File: config.mk
export PLATFORM = sky130hd
export DESIGN_NAME = bus_hub_n
export DESIGN_NICKNAME = d
export VERILOG_FILES = /design/src/rtl/bus_hub_n.sv
export SDC_FILE = /design/constraint.sdc
export NUM_CORES = 1
export LEC_CHECK = 0
export CAP_MARGIN = 20
export CORE_AREA = 2 2 201 203
export CTS_CLUSTER_SIZE = 28
export DETAILED_ROUTE_END_ITERATION = 16
export DIE_AREA = 0 0 203 205
export GPL_TIMING_DRIVEN = 0
export PLACE_DENSITY = 0.52
export SLEW_MARGIN = 20
export SYNTH_ARGS = -nofsm -noshare
export SYNTH_HDL_FRONTEND = slang
export SYNTH_SLANG_ARGS = --single-unit
File: constraint.sdc
create_clock -name clk -period 1.9 [get_ports clk]
set_input_delay 0.285 -clock clk [delete_from_list [all_inputs] [get_ports clk]]
set_output_delay 0.285 -clock clk [all_outputs]
set_load 0.005 [all_outputs]
File: src/rtl/bus_hub_n.sv
// bus_hub_n: single-host to N-device bus hub.
// One transaction at a time. The request and the selected device are latched at accept.
// The selected device sees a steady strobe until it answers. The host then gets a one-cycle
// host_ready pulse together with registered data and error.
// Optional feature macro: BUS_HUB_TIMEOUT_EN aborts an ACTIVE transaction after
// TIMEOUT_CYCLES cycles and reports it as an error.
module bus_hub_n #(
  parameter int N_DEVICES      = 4,
  parameter int ADDR_W         = 32,
  parameter int DATA_W         = 32,
  parameter int TIMEOUT_CYCLES = 255,
  localparam int MASK_W        = DATA_W / 8,
  localparam int SEL_W         = (N_DEVICES > 1) ? $clog2(N_DEVICES) : 1
) (
  input  logic                          clk,
  input  logic                          rst_n,
  input  logic [ADDR_W-1:0]             host_address,
  input  logic [DATA_W-1:0]             host_data_write,
  input  logic [MASK_W-1:0]             host_write_mask,
  input  logic                          host_ren,
  input  logic                          host_wen,
  output logic [DATA_W-1:0]             host_data_read,
  output logic                          host_ready,
  output logic                          host_error,
  output logic [N_DEVICES*ADDR_W-1:0]   device_address,
  output logic [N_DEVICES*DATA_W-1:0]   device_data_write,
  output logic [N_DEVICES*MASK_W-1:0]   device_write_mask,
  output logic [N_DEVICES-1:0]          device_ren,
  output logic [N_DEVICES-1:0]          device_wen,
  input  logic [N_DEVICES-1:0]          device_ready,
  input  logic [N_DEVICES*DATA_W-1:0]   device_data_read,
  input  logic [N_DEVICES-1:0]          device_active
);

  localparam logic [1:0] IDLE   = 2'd0;
  localparam logic [1:0] ACTIVE = 2'd1;
  localparam logic [1:0] RESP   = 2'd2;

  typedef struct packed {
    logic [ADDR_W-1:0] addr;
    logic [DATA_W-1:0] data;
    logic [MASK_W-1:0] mask;
    logic              wr;
  } req_t;

  logic [1:0]        state_q, state_d;
  req_t              req_q, req_d;
  logic [SEL_W-1:0]  sel_q, sel_d;
  logic [DATA_W-1:0] rdata_q, rdata_d;
  logic              err_q, err_d;

  logic [SEL_W-1:0]  sel_enc;
  logic [DATA_W-1:0] rd_sel;
  logic              rdy_sel;

`ifdef BUS_HUB_TIMEOUT_EN
  localparam int CNT_W = $clog2(TIMEOUT_CYCLES + 1);
  logic [CNT_W-1:0] cnt_q, cnt_d;
`else
  // Keeps the parameter referenced in builds without the timeout counter.
  logic unused_timeout;
  assign unused_timeout = (TIMEOUT_CYCLES >= 1);
`endif

  // Priority encoder: highest set device_active bit wins.
  always_comb begin
    sel_enc = '0;
    for (int i = 0; i < N_DEVICES; i++)
      if (device_active[i]) sel_enc = SEL_W'(i);
  end

  // Return-path mux for the latched device (loop form avoids out-of-range indexing).
  always_comb begin
    rd_sel  = '0;
    rdy_sel = 1'b0;
    for (int i = 0; i < N_DEVICES; i++)
      if (sel_q == SEL_W'(i)) begin
        rd_sel  = device_data_read[i*DATA_W +: DATA_W];
        rdy_sel = device_ready[i];
      end
  end

  // Next-state and latch updates for the transaction FSM.
  always_comb begin
    state_d = state_q;
    req_d   = req_q;
    sel_d   = sel_q;
    rdata_d = rdata_q;
    err_d   = err_q;
`ifdef BUS_HUB_TIMEOUT_EN
    cnt_d   = cnt_q;
`endif
    case (state_q)
      IDLE: begin
`ifdef BUS_HUB_TIMEOUT_EN
        cnt_d = '0;
`endif
        if (host_ren || host_wen) begin
          req_d.addr = host_address;
          req_d.data = host_data_write;
          req_d.mask = host_write_mask;
          req_d.wr   = host_wen;
          if (|device_active) begin
            sel_d   = sel_enc;
            state_d = ACTIVE;
          end else begin
            // Unmapped address: complete right away with an error.
            rdata_d = '0;
            err_d   = 1'b1;
            state_d = RESP;
          end
        end
      end
      ACTIVE: begin
        if (rdy_sel) begin
          rdata_d = req_q.wr ? '0 : rd_sel;
          err_d   = 1'b0;
          state_d = RESP;
        end
`ifdef BUS_HUB_TIMEOUT_EN
        // A ready on the final allowed cycle still counts as a normal completion.
        else if (cnt_q == CNT_W'(TIMEOUT_CYCLES - 1)) begin
          rdata_d = '0;
          err_d   = 1'b1;
          state_d = RESP;
        end else begin
          cnt_d = cnt_q + 1'b1;
        end
`endif
      end
      RESP:    state_d = IDLE;
      default: state_d = IDLE;
    endcase
  end

  // State and latch registers; reset discards any in-flight transaction.
  always_ff @(posedge clk or negedge rst_n) begin
    if (!rst_n) begin
      state_q <= IDLE;
      req_q   <= '0;
      sel_q   <= '0;
      rdata_q <= '0;
      err_q   <= 1'b0;
`ifdef BUS_HUB_TIMEOUT_EN
      cnt_q   <= '0;
`endif
    end else begin
      state_q <= state_d;
      req_q   <= req_d;
      sel_q   <= sel_d;
      rdata_q <= rdata_d;
      err_q   <= err_d;
`ifdef BUS_HUB_TIMEOUT_EN
      cnt_q   <= cnt_d;
`endif
    end
  end

  assign host_data_read    = rdata_q;
  assign host_error        = err_q;
  assign host_ready        = (state_q == RESP);
  assign device_address    = {N_DEVICES{req_q.addr}};
  assign device_data_write = {N_DEVICES{req_q.data}};
  assign device_write_mask = {N_DEVICES{req_q.mask}};

  // Per-device strobes: only the latched device, only while ACTIVE.
  for (genvar g = 0; g < N_DEVICES; g++) begin : g_strb
    assign device_ren[g] = (state_q == ACTIVE) && (sel_q == SEL_W'(g)) && !req_q.wr;
    assign device_wen[g] = (state_q == ACTIVE) && (sel_q == SEL_W'(g)) &&  req_q.wr;
  end

endmodule

==> metrics.md, run 1 <==
| Metric | Value |
|---|---|
| Status | complete, no violations |
| Row count | 73 |
| Synth-to-Final Area Change | 91.5% |
| Post-DP HPWL | 23.8 mm |
| Seq/Total Area, Yosys | 37.0% |
| Initial DRC count | 153 |
| Critical path peak fanout | 5 |
| Compound-Gate Fraction of Synth Area | 6.85% |
| Largest family of logic cells by synthesized area | buffers and inverters |
| Fillers | 3994 |
| Via count of the routed design | 6340 |
| Mean Syn Cell Area | 11.5 um2 |
| Worst hold path class | in2async |
| Max Root-Sink Buffers | 2 |
| Num CTS Buffers | 9 |
| Clk_lat worst skew | 0.36 ns |
| Post-synthesis async set-or-reset flop share | 100% |
| Final Max Slew Viols | 0 |
| R2R Setup Slk | 0.07 ns |
| Final Hold Viols | 0 |
| Largest net degree at the start of global routing | 66 |
| Required @ worst endpoint | 1.62 ns |
| Most frequent cells after synthesis | 283 x buf_4, 106 x dfrtp_1, 68 x mux2_1 |
| Mux share of post-synthesis cell area | 22.9% |
| Drt drc | 0 |
| Synth top area cells | dfrtp_1 37%, buf_4 30%, mux2_1 11% |
| EDFF count, synth | 0 |
| Synth Area in XOR/XNOR | 0% |
| Root Driver | clkbuf_16 |
| Grt total ovfl | 0 |
| Leading area contributor after synthesis | dfrtp_1 |
| Worst Path Arrival | 1.59 ns |
| Die Span Y | 205 um |
| Register bit total from synthesis | 106 |
| Synth cell types | 28 |
| Gr usage total | 13.2% |
| DIE AREA | 41600 um2 |
| Final period util | 98.9% |
| DR WL/cell | 16.6 um |
| Simple-gate share of the synthesized area | 1.92% |
| Most numerous cell in the Yosys netlist | buf_4 |
| Die W | 203 um |
| Pwr dens | 1680 nW/um2 |
| DRT Wirelength | 28.5 mm |
| IO Pins | 522 |
| H-tree Lvls | 3 |
| Syn nets | 833 |
| Vias in the first global route | 6542 |
| Crit path launch type | flip-flop |
| CTS tree | done |
| Share of layout cells above drive strength 1 | 32.1% |
| Fmax | 532 MHz |
| Port Buf Inserts | 521 |
| Vias per cell | 3.71 |
| Core footprint | 39400 um2 |
| Slew headroom | 64.4% |
| Drt first pass iters | 4 |
| Clock transition at path regs | 0.07 ns |
| Maximum vdd ir drop | 584 uV |
| Final Core Density | 34.8% |
| Starting density of the core | 18.2% |
| Final WS setup | 0.0207 ns |
| Crit Path Class | reg2out |
| Share of the synthesized area in the top cell type | 37.0% |
| # clock sinks | 106 |
| Initial antenna violation count | 4 |
| Synth Cell Area | 7160 um2 |
| Crit path time final | 1.88 ns |
| Final Skew | 0.00570 ns |
| Synth Warn # | 0 |
| Setup violators final | 0 |
| First-pass GRT wire length | 41.0 mm |
| Max-cap violations | 0 |
| Register Area | 2660 um2 |
| Footprint of the multi-input gates | 2360 um2 |
| Fin nets | 1385 |
| Post-Synth Adder-Cell Area | 0% |
| Lkg Pwr | 6.00 nW |
| DP Worst Slack | -0.716 ns |
| Most used DFF post-synth | dfrtp_1 |
| Least-Margin Pin Slew | 0.534 ns |
| Mapped Cells | 625 |
| Final ANT Viol Nets | 0 |
| RSZ-0062 raised after global routing | true |
| Placer congestion estimate | 0.756 |
| Kind of end point of the critical path | output pin |
## layout make-up
type	count	share of cell area, %
multi-input cells	214	17.2
clock buffers	11	1.70
repair buffers	545	39.5
clock inverters	5	0.292
diodes	3	0.0547
inverters	4	0.128
plain buffers	297	17.0
flip-flops and latches	106	19.4
well taps	525	4.79
## timing repair
action | CTS | global route
gates resized for setup | 69 | 23
buffers inserted | 21 | 1
endpoints found under the setup margin | 106 | 68
pin swaps | 6 | 3
hold endpoints to repair | 41 | 0
hold buffers | 1 | 0
## final timing paths
path | from | to | cells past startpoint
worst min register to register | host_error | host_error | 1
max in group asynchronous | rst_n | device_data_write[3] | 3
min in group clk | host_error | host_error | 1
worst min-delay path | rst_n | host_data_read[23] | 2
worst max-delay path | sel_q[1] | device_ren[0] | 3
worst max register to register | sel_q[0] | host_data_read[5] | 5
## flip-flops by register name (all words and copies together), names as in the netlist
register	count
req_q	1
host_error	1
state_q	2
host_data_read	32
sel_q	2
device_write_mask	4
device_address	32
device_data_write	32
## logic make-up (layout without fill, tap and decap cells)
family / count (synthesis) / in the layout
other: 0 / 3
multiplexers: 133 / 133
AO/OA/AOI/OAI: 56 / 56
AND/OR/NAND/NOR: 25 / 25
buffers and inverters: 305 / 862
flip-flops: 106 / 106
## worst max-delay path, cell delays in order (launching register included)
cell,delay (ns)
dfrtp_2,0.41
or4b_4,0.60
nor2_2,0.10
buf_2,0.11
## stage by stage
stage	hold slack (ns)	instances	area [um2]	total power, W	setup TNS (ns)
2_1_floorplan	-0.0106	625	7160	0.0119	0
3_3_place_gp	0.492	1671	13000	0.0207	-475.27
3_5_place_dp	0.243	1672	13100	0.0208	-41.70
6_report	0.415	1710	13700	0.0230	0
5_1_grt	0.451	1709	13700	0.0247	-0.137
4_1_cts	0.413	1709	13700	0.0234	-0.316
## power breakdown
part	total (W)	switching (W)	internal [W]	leakage [nW]
Sequential	0.00489	0.00148	0.00341	1.29
Clock	0.00185	0.000944	0.000901	0.122
Combinational	0.0163	0.00472	0.0116	4.59
## layout by cell type (no fill, tap or decap), types with 3 or more instances in the layout
cell / count
clkinvlp_4: 3
a32o_1: 17
clkdlybuf4s50_1: 511
diode_2: 3
buf_12: 6
mux2_1: 68
clkbuf_16: 10
dfrtp_2: 4
inv_1: 3
mux2i_1: 47
dfrtp_1: 102
a22o_1: 3
o22a_1: 15
buf_2: 7
nor2_2: 5
mux4_2: 18
buf_8: 3
buf_4: 294
o31ai_1: 15
a31oi_1: 4
clkbuf_1: 7
buf_6: 8
## routing by layer
layer | GRT usage [%] | part of all wire [%] | wire (um) | vias to the layer above
met4 | 3.60 | 1.6 | 449 | 2
met5 | 0 | 0.046 | 13 | -
met1 | 13.8 | 35 | 10100 | 2986
met2 | 25.0 | 54 | 15400 | 308
met3 | 4.47 | 8.9 | 2540 | 19
li1 | - | - | - | 3025
Power figures use the tool's default switching activity.
==> run 2: changes to the inputs <==
--- a/config.mk
+++ b/config.mk
@@ -12,6 +12,7 @@
 export DIE_AREA = 0 0 203 205
 export GPL_TIMING_DRIVEN = 0
 export PLACE_DENSITY = 0.52
+export SKIP_CTS_REPAIR_TIMING = 1
 export SLEW_MARGIN = 20
 export SYNTH_ARGS = -nofsm -noshare
 export SYNTH_HDL_FRONTEND = slang
==> run 2 against run 1 <==
The flow now finishes with violations (negative setup slack). Global-route usage shrank 0.21 points. Total power shrank 0.55%. Clock power is essentially flat. Fmax shrank 11%. Clock skew is essentially flat. Sequential cell count is the same. Worst setup slack lost 0.23 ns. Register-to-register slack lost 0.02 ns. Combinational power is essentially flat. Sequential power is essentially flat. Critical path depth grew 3. Routed wire length shrank 0.83%. Critical path type unchanged. Highest routed layer unchanged.
==> metrics.md, run 2 (same netlist as run 1, synthesis figures left out) <==
| Metric | Value |
|---|---|
| Initial antenna violation count | 4 (unchanged) |
| Fmax | 475 MHz (-11%) |
| Final Skew | 0.00520 ns (-0.000492 ns) |
| CP dominant cell by count | buf_6 |
| Slew headroom | 66.0% (+1.5 points) |
| Share of layout cells above drive strength 1 | 32.0% (-0.085 points) |
| Final WS setup | -0.207 ns (-0.228 ns) |
| Clk_lat worst skew | 0.36 ns (about the same) |
| Most common cell after layout, fill and taps aside | clkdlybuf4s50_1 |
| Crit-path cells | buf_6 > or4b_4 > buf_6 > buf_8 > nor2_4 > buf_2 |
| Least-Margin Pin Slew | 0.511 ns (-0.0231 ns) |
| Worst R2R Start | state_q[1] |
| Final period util | 111% (+12 points) |
| Final Max Slew Viols | 0 (unchanged) |
| RSZ-0062 raised after global routing | true |
| Fin cells | 1710 (unchanged) |
| Max-cap violations | 0 (unchanged) |
| Setup violators final | 2 (+2) |
| Vias in the first global route | 6464 (-1.2%) |
| Die Span Y | 205 um (unchanged) |
| Failing checks | negative setup slack |
| Fillers | 4015 (+0.53%) |
| Crit path time final | 2.11 ns (+0.228 ns) |
| Final ANT Viol Nets | 0 (unchanged) |
| Via count of the routed design | 6341 (+0.016%) |
| Final Hold Viols | 0 (unchanged) |
| H-tree Lvls | 3 (unchanged) |
| Cell count along the critical path | 6 (+3) |
| Fin nets | 1385 (unchanged) |
| R2R Path End | host_data_read[7] |
| Placer congestion estimate | 0.756 (unchanged) |
| Status | finished with violations |
| Max Root-Sink Buffers | 2 (unchanged) |
| Port Buf Inserts | 521 (unchanged) |
| Post-DP HPWL | 23.8 mm (unchanged) |
| Crit Path Class | reg2out |
| Kind of end point of the critical path | output pin |
| DIE AREA | 41600 um2 (unchanged) |
| Num CTS Buffers | 9 (unchanged) |
| Vias per cell | 3.71 (about the same) |
| Drt first pass iters | 4 (unchanged) |
| Cells on worst reg2reg path | 5 (unchanged) |
| Critical path peak fanout | 7 (+2) |
| CP Buf/Inv Count | 4 (+3) |
| Grt total ovfl | 0 (unchanged) |
| Required @ worst endpoint | 1.62 ns (about the same) |
| Pwr dens | 1680 nW/um2 (-0.34%) |
| First-pass GRT wire length | 40.4 mm (-1.4%) |
| Gr usage total | 13.0% (-0.21 points) |
| Slowest cell on crit path | or4b_4 |
| Die W | 203 um (unchanged) |
| Clock transition at path regs | 0.07 ns (about the same) |
| Hold Slack | 0.417 ns (+0.00149 ns) |
| IO Pins | 522 (unchanged) |
| Synth-to-Final Area Change | 91.1% |
| Core footprint | 39400 um2 (unchanged) |
| Maximum vdd ir drop | 512 uV (-12%) |
| Initial DRC count | 136 (-11%) |
| Placed cell count | 1672 (unchanged) |
| DRT Wirelength | 28.2 mm (-0.83%) |
| Lkg Pwr | 6.00 nW (about the same) |
| R2R Setup Slk | 0.05 ns (-0.02 ns) |
| CP peak stage delay | 0.47 ns (-0.13 ns) |
| Top delay family on crit path | simple AND/OR/NAND/NOR gates |
| Drt drc | 0 (unchanged) |
| CTS tree | done |
| Row count | 73 (unchanged) |
| Setup TNS | -0.413 ns (-0.413 ns) |
| Worst hold path class | in2async |
| DR WL/cell | 16.5 um (-0.83%) |
| Starting density of the core | 18.2% (unchanged) |
| Largest net degree at the start of global routing | 66 (unchanged) |
| Crit path launch type | flip-flop |
| Commonest cells after routing, fill and taps aside | 511 x clkdlybuf4s50_1, 292 x buf_4, 102 x dfrtp_1 |
| Root Driver | clkbuf_16 |
| Worst Path Arrival | 1.82 ns (+0.23 ns) |
| Pwr Total | 0.0229 W (-0.55%) |
| # clock sinks | 106 (unchanged) |
-- run 2: changes by cell type in the layout (fill, tap and decap cells not counted), moves of 2 or more --
cell / change
buf_6: +3
buf_12: -2
nor2_2: -2
nor2_4: +2
buf_2: -2
dlygate4sd2_1: -2
buf_4: -2
buf_8: +2
clkbuf_2: +4
-- run 2: cell type report --
class / instances / area [um2] / share of cell area (%)
Antenna cell: 3 / 7.51 / 0.0549
Buffer: 300 / 2330 / 17.1
Clock buffer: 11 / 233 / 1.70
Clock inverter: 5 / 40.0 / 0.293
Inverter: 4 / 15.0 / 0.110
Multi-Input combinational cell: 214 / 2360 / 17.3
Sequential cell: 106 / 2660 / 19.4
Tap cell: 525 / 657 / 4.80
Timing Repair Buffer: 542 / 5380 / 39.3
-- run 2: power breakdown --
group	internal (W)	switching, W
registers	0.00341	0.00149
logic	0.0115	0.00467
clock network	0.000901	0.000942
-- run 2: stage by stage --
step | util [%] | setup WS [ns] | instance area (um2)
3_5_place_dp | 33.2 | -0.716 | 13100
6_report | 34.8 | -0.207 | 13700
2_1_floorplan | - | 0.190 | 7160
5_1_grt | 34.8 | -0.282 | 13700
3_3_place_gp | 33.1 | -4.13 | 13000
4_1_cts | 33.9 | -1.16 | 13300
-- run 2: worst max-delay path by stage --
stage | startpoint | endpoint | slack (ns)
after CTS | sel_q[0] | device_wen[3] | -1.16
final | state_q[1] | device_ren[0] | -0.21
after global routing | state_q[1] | device_ren[0] | -0.28
after floorplan | sel_q[0] | host_data_read[5] | 0.19
after detailed placement | sel_q[0] | device_wen[3] | -0.72
after global placement | rst_n | device_data_write[1] | -4.13
-- run 2: routing by layer --
metal / wire [um] / track usage (%) / up-vias
met1: 9960 / 13.6 / 2984
met4: 408 / 3.65 / 2
met5: 13 / 0 / -
met2: 15300 / 24.5 / 311
li1: - / - / 3026
met3: 2570 / 4.47 / 18
-- run 2: worst register-to-register path: stages (launching register included) --
cell	delay (ns)
dfrtp_2	0.43
buf_6	0.12
nor2_1	0.33
nand3_4	0.23
clkbuf_1	0.30
a32o_1	0.33
==> run 3: changes to the inputs <==
--- a/config.mk
+++ b/config.mk
@@ -10,6 +10,7 @@
 export CTS_CLUSTER_SIZE = 28
 export DETAILED_ROUTE_END_ITERATION = 16
 export DIE_AREA = 0 0 203 205
+export GPL_ROUTABILITY_DRIVEN = 0
 export GPL_TIMING_DRIVEN = 0
 export PLACE_DENSITY = 0.52
 export SKIP_CTS_REPAIR_TIMING = 1
==> results of run 3 <==
No change in the layout: final DEF, timing and power equal those of run 2.
==> edit 1 (settings of run 2) <==
The option `BUS_HUB_TIMEOUT_EN` is turned on by a define.
--- a/src/rtl/bus_hub_n.sv
+++ b/src/rtl/bus_hub_n.sv
@@ -4,6 +4,8 @@
 // host_ready pulse together with registered data and error.
 // Optional feature macro: BUS_HUB_TIMEOUT_EN aborts an ACTIVE transaction after
 // TIMEOUT_CYCLES cycles and reports it as an error.
+`define BUS_HUB_TIMEOUT_EN
+
 module bus_hub_n #(
   parameter int N_DEVICES      = 4,
   parameter int ADDR_W         = 32,
Formal check against the unedited RTL: no difference found for any inputs over 4 cycles, from zero or initial values and one cycle with rst_n low; that may be too few to reach the edited logic, so the function may still have changed.
==> edit 1 against run 2 <==
Utilization increased by 1.3 points; via count increased by 1.4%; wire length decreased by 3.4%; total power increased by 5.4%; critical path depth unchanged; worst setup slack improved by 97 ps; synthesized cell count increased by 0.32%; design area increased by 3.8%; the flow still finishes with violations (setup timing); cell count increased by 0.88%; sequential cell count increased by 8; sequential power decreased by 1%; synthesized area increased by 1.9%.
==> edit 1: results (changes against run 2) <==
* Crit. Startpoint: sel_q[0] (was state_q[1])
* Via/cell ratio at 3.73 (was 3.71)
* P_int at 17.2 mW (was 15.8 mW)
* Peak VDD IR at 0.703 mV (was 0.512 mV)
* Lkg Pwr at 6.17 nW (was 6.00 nW)
* Synth area leaders: dfrtp_1, buf_4, mux2_2, mux4_2, a22o_1 (was dfrtp_1, buf_4, mux2_1, mux2i_1, mux4_2)
* Setup violators final at 35 (was 2)
* Clk_lat worst skew at 420 ps (was 360 ps)
* Register area share after synthesis at 39.1% (was 37.0%)
* Num CTS Buffers at 17 (was 9)
* CP delay by family, top: multiplexers (was simple AND/OR/NAND/NOR gates)
* Synth Register Bits at 114 (was 106)
* Signal buf overhead at 54.1% (was 56.4%)
* Max FO, Critical Path at 7 (unchanged)
* Outcome: finished with violations (unchanged)
* Initial antenna violation count at 0 (was 4)
* First-pass GRT wire length at 39200 µm (was 40400 µm)
* Syn Area/Cell at 11.6 µm² (was 11.5 µm²)
* Pin count of the biggest net entering global routing at 68 (was 66)
* R2R depth at 6 (was 5)
* DR iter-0 viols at 181 (was 136)
* # diodes at 0 (was 3)
* Layout fillers at 3980 (was 4015)
* Sequential share of cell area at 20.1% (was 19.4%)
* CP max stage cell: mux4_2 (was or4b_4)
* Fraction of area in multi-input gates at 16.7% (was 17.3%)
* Failing checks: setup timing (unchanged)
* Most frequent cells after synthesis: buf_4, dfrtp_1, mux2_2 (was buf_4, dfrtp_1, mux2_1)
* Comb power frac at 65.8% (was 70.6%)
* Buffers, non-clock at 839 (was 842)
* Worst path max stage delay at 620 ps (was 470 ps)
* Max H-tree Level at 4 (was 3)
* Syn_nets at 837 (was 833)
* GR Util All Layers at 12.6% (was 13.0%)
* CP Capture Point: host_data_read[31] (was device_ren[0])
* Slew margin rel. at 48.8% (was 66.0%)
* Final WS setup at -110 ps (was -207 ps)
* Multi-input gates at 211 (was 214)
* Worst path arrival time at 2360 ps (was 1820 ps)
* Placed Area at 0.0132 mm² (was 0.0131 mm²)
* CLK BUF at 22 (was 11)
* GPL Wtd Cong at 0.762 (was 0.756)
-- edit 1: cell count changes after synthesis, moves of 8 or more --
cell      change
mux2_1       -68
o22a_1       -15
nand2_1      +13
mux2i_1      -47
clkbuf_1      +8
dfrtp_1       +8
o31ai_1      -15
mux2_2       +69
mux4_2       +15
a22o_1       +31
buf_4        -11
a32o_1       -17
-- edit 1: kinds of logic (layout without fill, tap and decap cells) --
family	count (synthesis)	in the layout	synth area share, %
buf+inv	302	875	29.7
fa+ha+maj	2	2	0.343
compound gates	53	53	6.30
flops	114	114	39.1
mux	102	102	20.8
simple gates	54	54	3.72
-- edit 1: stage by stage --
step                      hold WS (ps)  setup WS, ps  std cells
after floorplan                  -10.6          35.9        627
after global placement             486         -4410       1673
after detailed placement           256          -976       1674
after CTS                         -213         -1190       1706
after global routing               390          -209       1725
final                              354          -110       1725
-- edit 1: metal layers --
layer	share of wire [%]	track usage [%]
met3	8.7	4.41
met1	37	13.4
met4	1.2	3.75
met2	54	23.4
met5	0	0
==> edit 2 (flow settings as in run 2) <==
Without the edit above. `rdata_q` no longer has a reset.
--- a/src/rtl/bus_hub_n.sv
+++ b/src/rtl/bus_hub_n.sv
@@ -139,7 +139,6 @@
       state_q <= IDLE;
       req_q   <= '0;
       sel_q   <= '0;
-      rdata_q <= '0;
       err_q   <= 1'b0;
 `ifdef BUS_HUB_TIMEOUT_EN
       cnt_q   <= '0;
@@ -148,12 +147,15 @@
       state_q <= state_d;
       req_q   <= req_d;
       sel_q   <= sel_d;
-      rdata_q <= rdata_d;
       err_q   <= err_d;
 `ifdef BUS_HUB_TIMEOUT_EN
       cnt_q   <= cnt_d;
 `endif
     end
+  end
+
+  always_ff @(posedge clk) begin
+    rdata_q <= rdata_d;
   end
 
   assign host_data_read    = rdata_q;
Behaviour: differs if rst_n is asserted again (counterexample within 4 cycles, from zero or initial values and one cycle with rst_n low); with rst_n held inactive, the same outputs for 4 cycles.
==> edit 2 against run 2 <==
The run still ends with setup timing left; combinational power fell by 4%; wire length decreased by 7.8%; total power is 2.5% lower; synthesized cell count fell by 8.8%; design area decreased by 1.8%; hold slack got worse by 3.9 ps; die area did not move; non-clock buffer count fell by 13; sequential cell count unchanged; worst setup slack improved by 100 ps; synthesized area fell by 2.7%.
==> edit 2: results (changes against run 2) <==
* Vias in the first global route at 5981 (was 6464)
* Share of cells above drive strength 1 at 39.2% (was 32.0%)
* Synth area leaders: buf_4, dfrtp_1, edfxtp_1, mux4_2, mux2_2 (was dfrtp_1, buf_4, mux2_1, mux2i_1, mux4_2)
* Final setup TNS at -421 ps (was -413 ps)
* Measured slew at the worst slew-check pin at 569 ps (was 511 ps)
* Clk root buf: clkbuf_16 (unchanged)
* Setup violators final at 13 (was 2)
* Clk_lat worst skew at between 300 and 400 ps
* # nets final at 1328 (was 1385)
* Pin count of the biggest net entering global routing at 49 (was 66)
* Lkg Pwr at 5.54 nW (was 6.00 nW)
* Outcome: finished with violations (unchanged)
* Max-cap violations at 0 (unchanged)
* IO Port Bufs at 521 (unchanged)
* Final WS setup at -106 ps (was -207 ps)
* CP delay by family, top: simple AND/OR/NAND/NOR gates (unchanged)
* Initial antenna violation count at 1 (was 4)
* WL final at 26000 µm (was 28200 µm)
* Clock tree buffer depth at 2 (unchanged)
* HPWL Detailed at 22100 µm (was 23800 µm)
* GR Util All Layers at 11.8% (was 13.0%)
* Max H-tree Level at 3 (unchanged)
* Post-synth ARST share at 69.8% (was 100%)
* Most frequent cells after synthesis: buf_4, dfrtp_1, mux2_2 (was buf_4, dfrtp_1, mux2_1)
* Num CTS Buffers at 9 (unchanged)
* Failing checks: setup timing (unchanged)
* Syn_nets at 778 (was 833)
* Register area share after synthesis at 40.4% (was 37.0%)
* CP max stage cell: dfrtp_2 (was or4b_4)
* Peak VDD IR at 0.481 mV (was 0.512 mV)
* Post-synth EDFFs at 32 (was 0)
* Via/cell ratio at 3.54 (was 3.71)
* Crit. Startpoint: state_q[1] (unchanged)
* DR iter-0 viols at 133 (was 136)
* First-pass GRT wire length at 36700 µm (was 40400 µm)
* Layout fillers at 4005 (was 4015)
* Max FO, Critical Path at 6 (was 7)
* GPL Wtd Cong at 0.757 (was 0.756)
* Synth unique cells at 31 (was 28)
* Hold WC Path Type: in2async (unchanged)
* Net switching power at 6.50 mW (was 7.10 mW)
* Worst path max stage delay at between 400 and 500 ps
* Final clock skew at 8.58 ps (was 5.20 ps)
* Worst path arrival time at 1720 ps (was 1820 ps)
* Ys Warns at 0 (unchanged)
[edit 2: changes by cell type in the layout (fill, tap and decap cells not counted), moves of 14 or more]
cell and change:
a32o_1 -17, dfrtp_1 -30, edfxtp_1 +32, mux2_1 -62, mux2_2 +62, mux2i_1 -44
mux4_2 +14, nor2b_1 +32, o22a_1 -15, o31ai_1 -14
[edit 2: worst paths after layout]
path	endpoint	slack, ps	cells past startpoint
setup reg to reg	host_data_read[0]	-10	4
hold reg to reg	host_error	540	1
min in group clk	device_data_write[4]	530	2
hold / removal	device_write_mask[1]	410	2
max in group asynchronous	device_data_write[14]	870	3
setup / recovery	device_ren[0]	-110	5
[edit 2: cells by family (layout without fill, tap and decap cells)]
kind of cell	after synthesis	after routing	share of synthesized area, %
buf+inv	295	846	31.8
mux	103	103	21.8
flops	106	106	40.4
compound gates	12	15	1.37
simple gates	54	54	4.71
other cells	0	1	0
[edit 2: through the flow]
stage / cells / setup slack (ps) / instance area (µm²)
global placement: 1616 / -2580 / 12800
detailed placement: 1617 / -928 / 12900
floorplan: 570 / 48.5 / 6970
global route: 1650 / -180 / 13400
finish: 1650 / -106 / 13400
CTS: 1632 / -713 / 13200
[edit 2: final cells by class]
type	instances	area share, %
repair buffers	538	39.9
flip-flops and latches	106	21.0
plain buffers	291	16.6
multi-input cells	172	15.5
well taps	525	4.89
clock buffers	12	1.92
clock inverters	3	0.168
inverters	2	0.0559
diodes	1	0.0186
[edit 2: power by group through the flow]
stage,sequential [mW],combinational (mW),clock [mW]
after floorplan,4.44,7.48,0
final,4.88,15.6,1.87
after CTS,4.95,15.4,1.99
after global placement,4.92,15.3,0
after global routing,5.11,16.7,2.08
after detailed placement,4.99,15.3,0
[edit 2: per-layer routing]
metal	routed length [µm]	vias up	global-route usage (%)
met2	14600	321	22.8
met3	2280	15	3.79
met1	8780	2730	12.0
met4	403	0	3.18
li1	-	2782	-
met5	0	-	0
[edit 2: worst reg2reg max path: stages, from the launching register on]
cell,delay [ps]
dfrtp_2,460
buf_4,160
or3b_2,450
o22a_4,250
a21bo_4,290
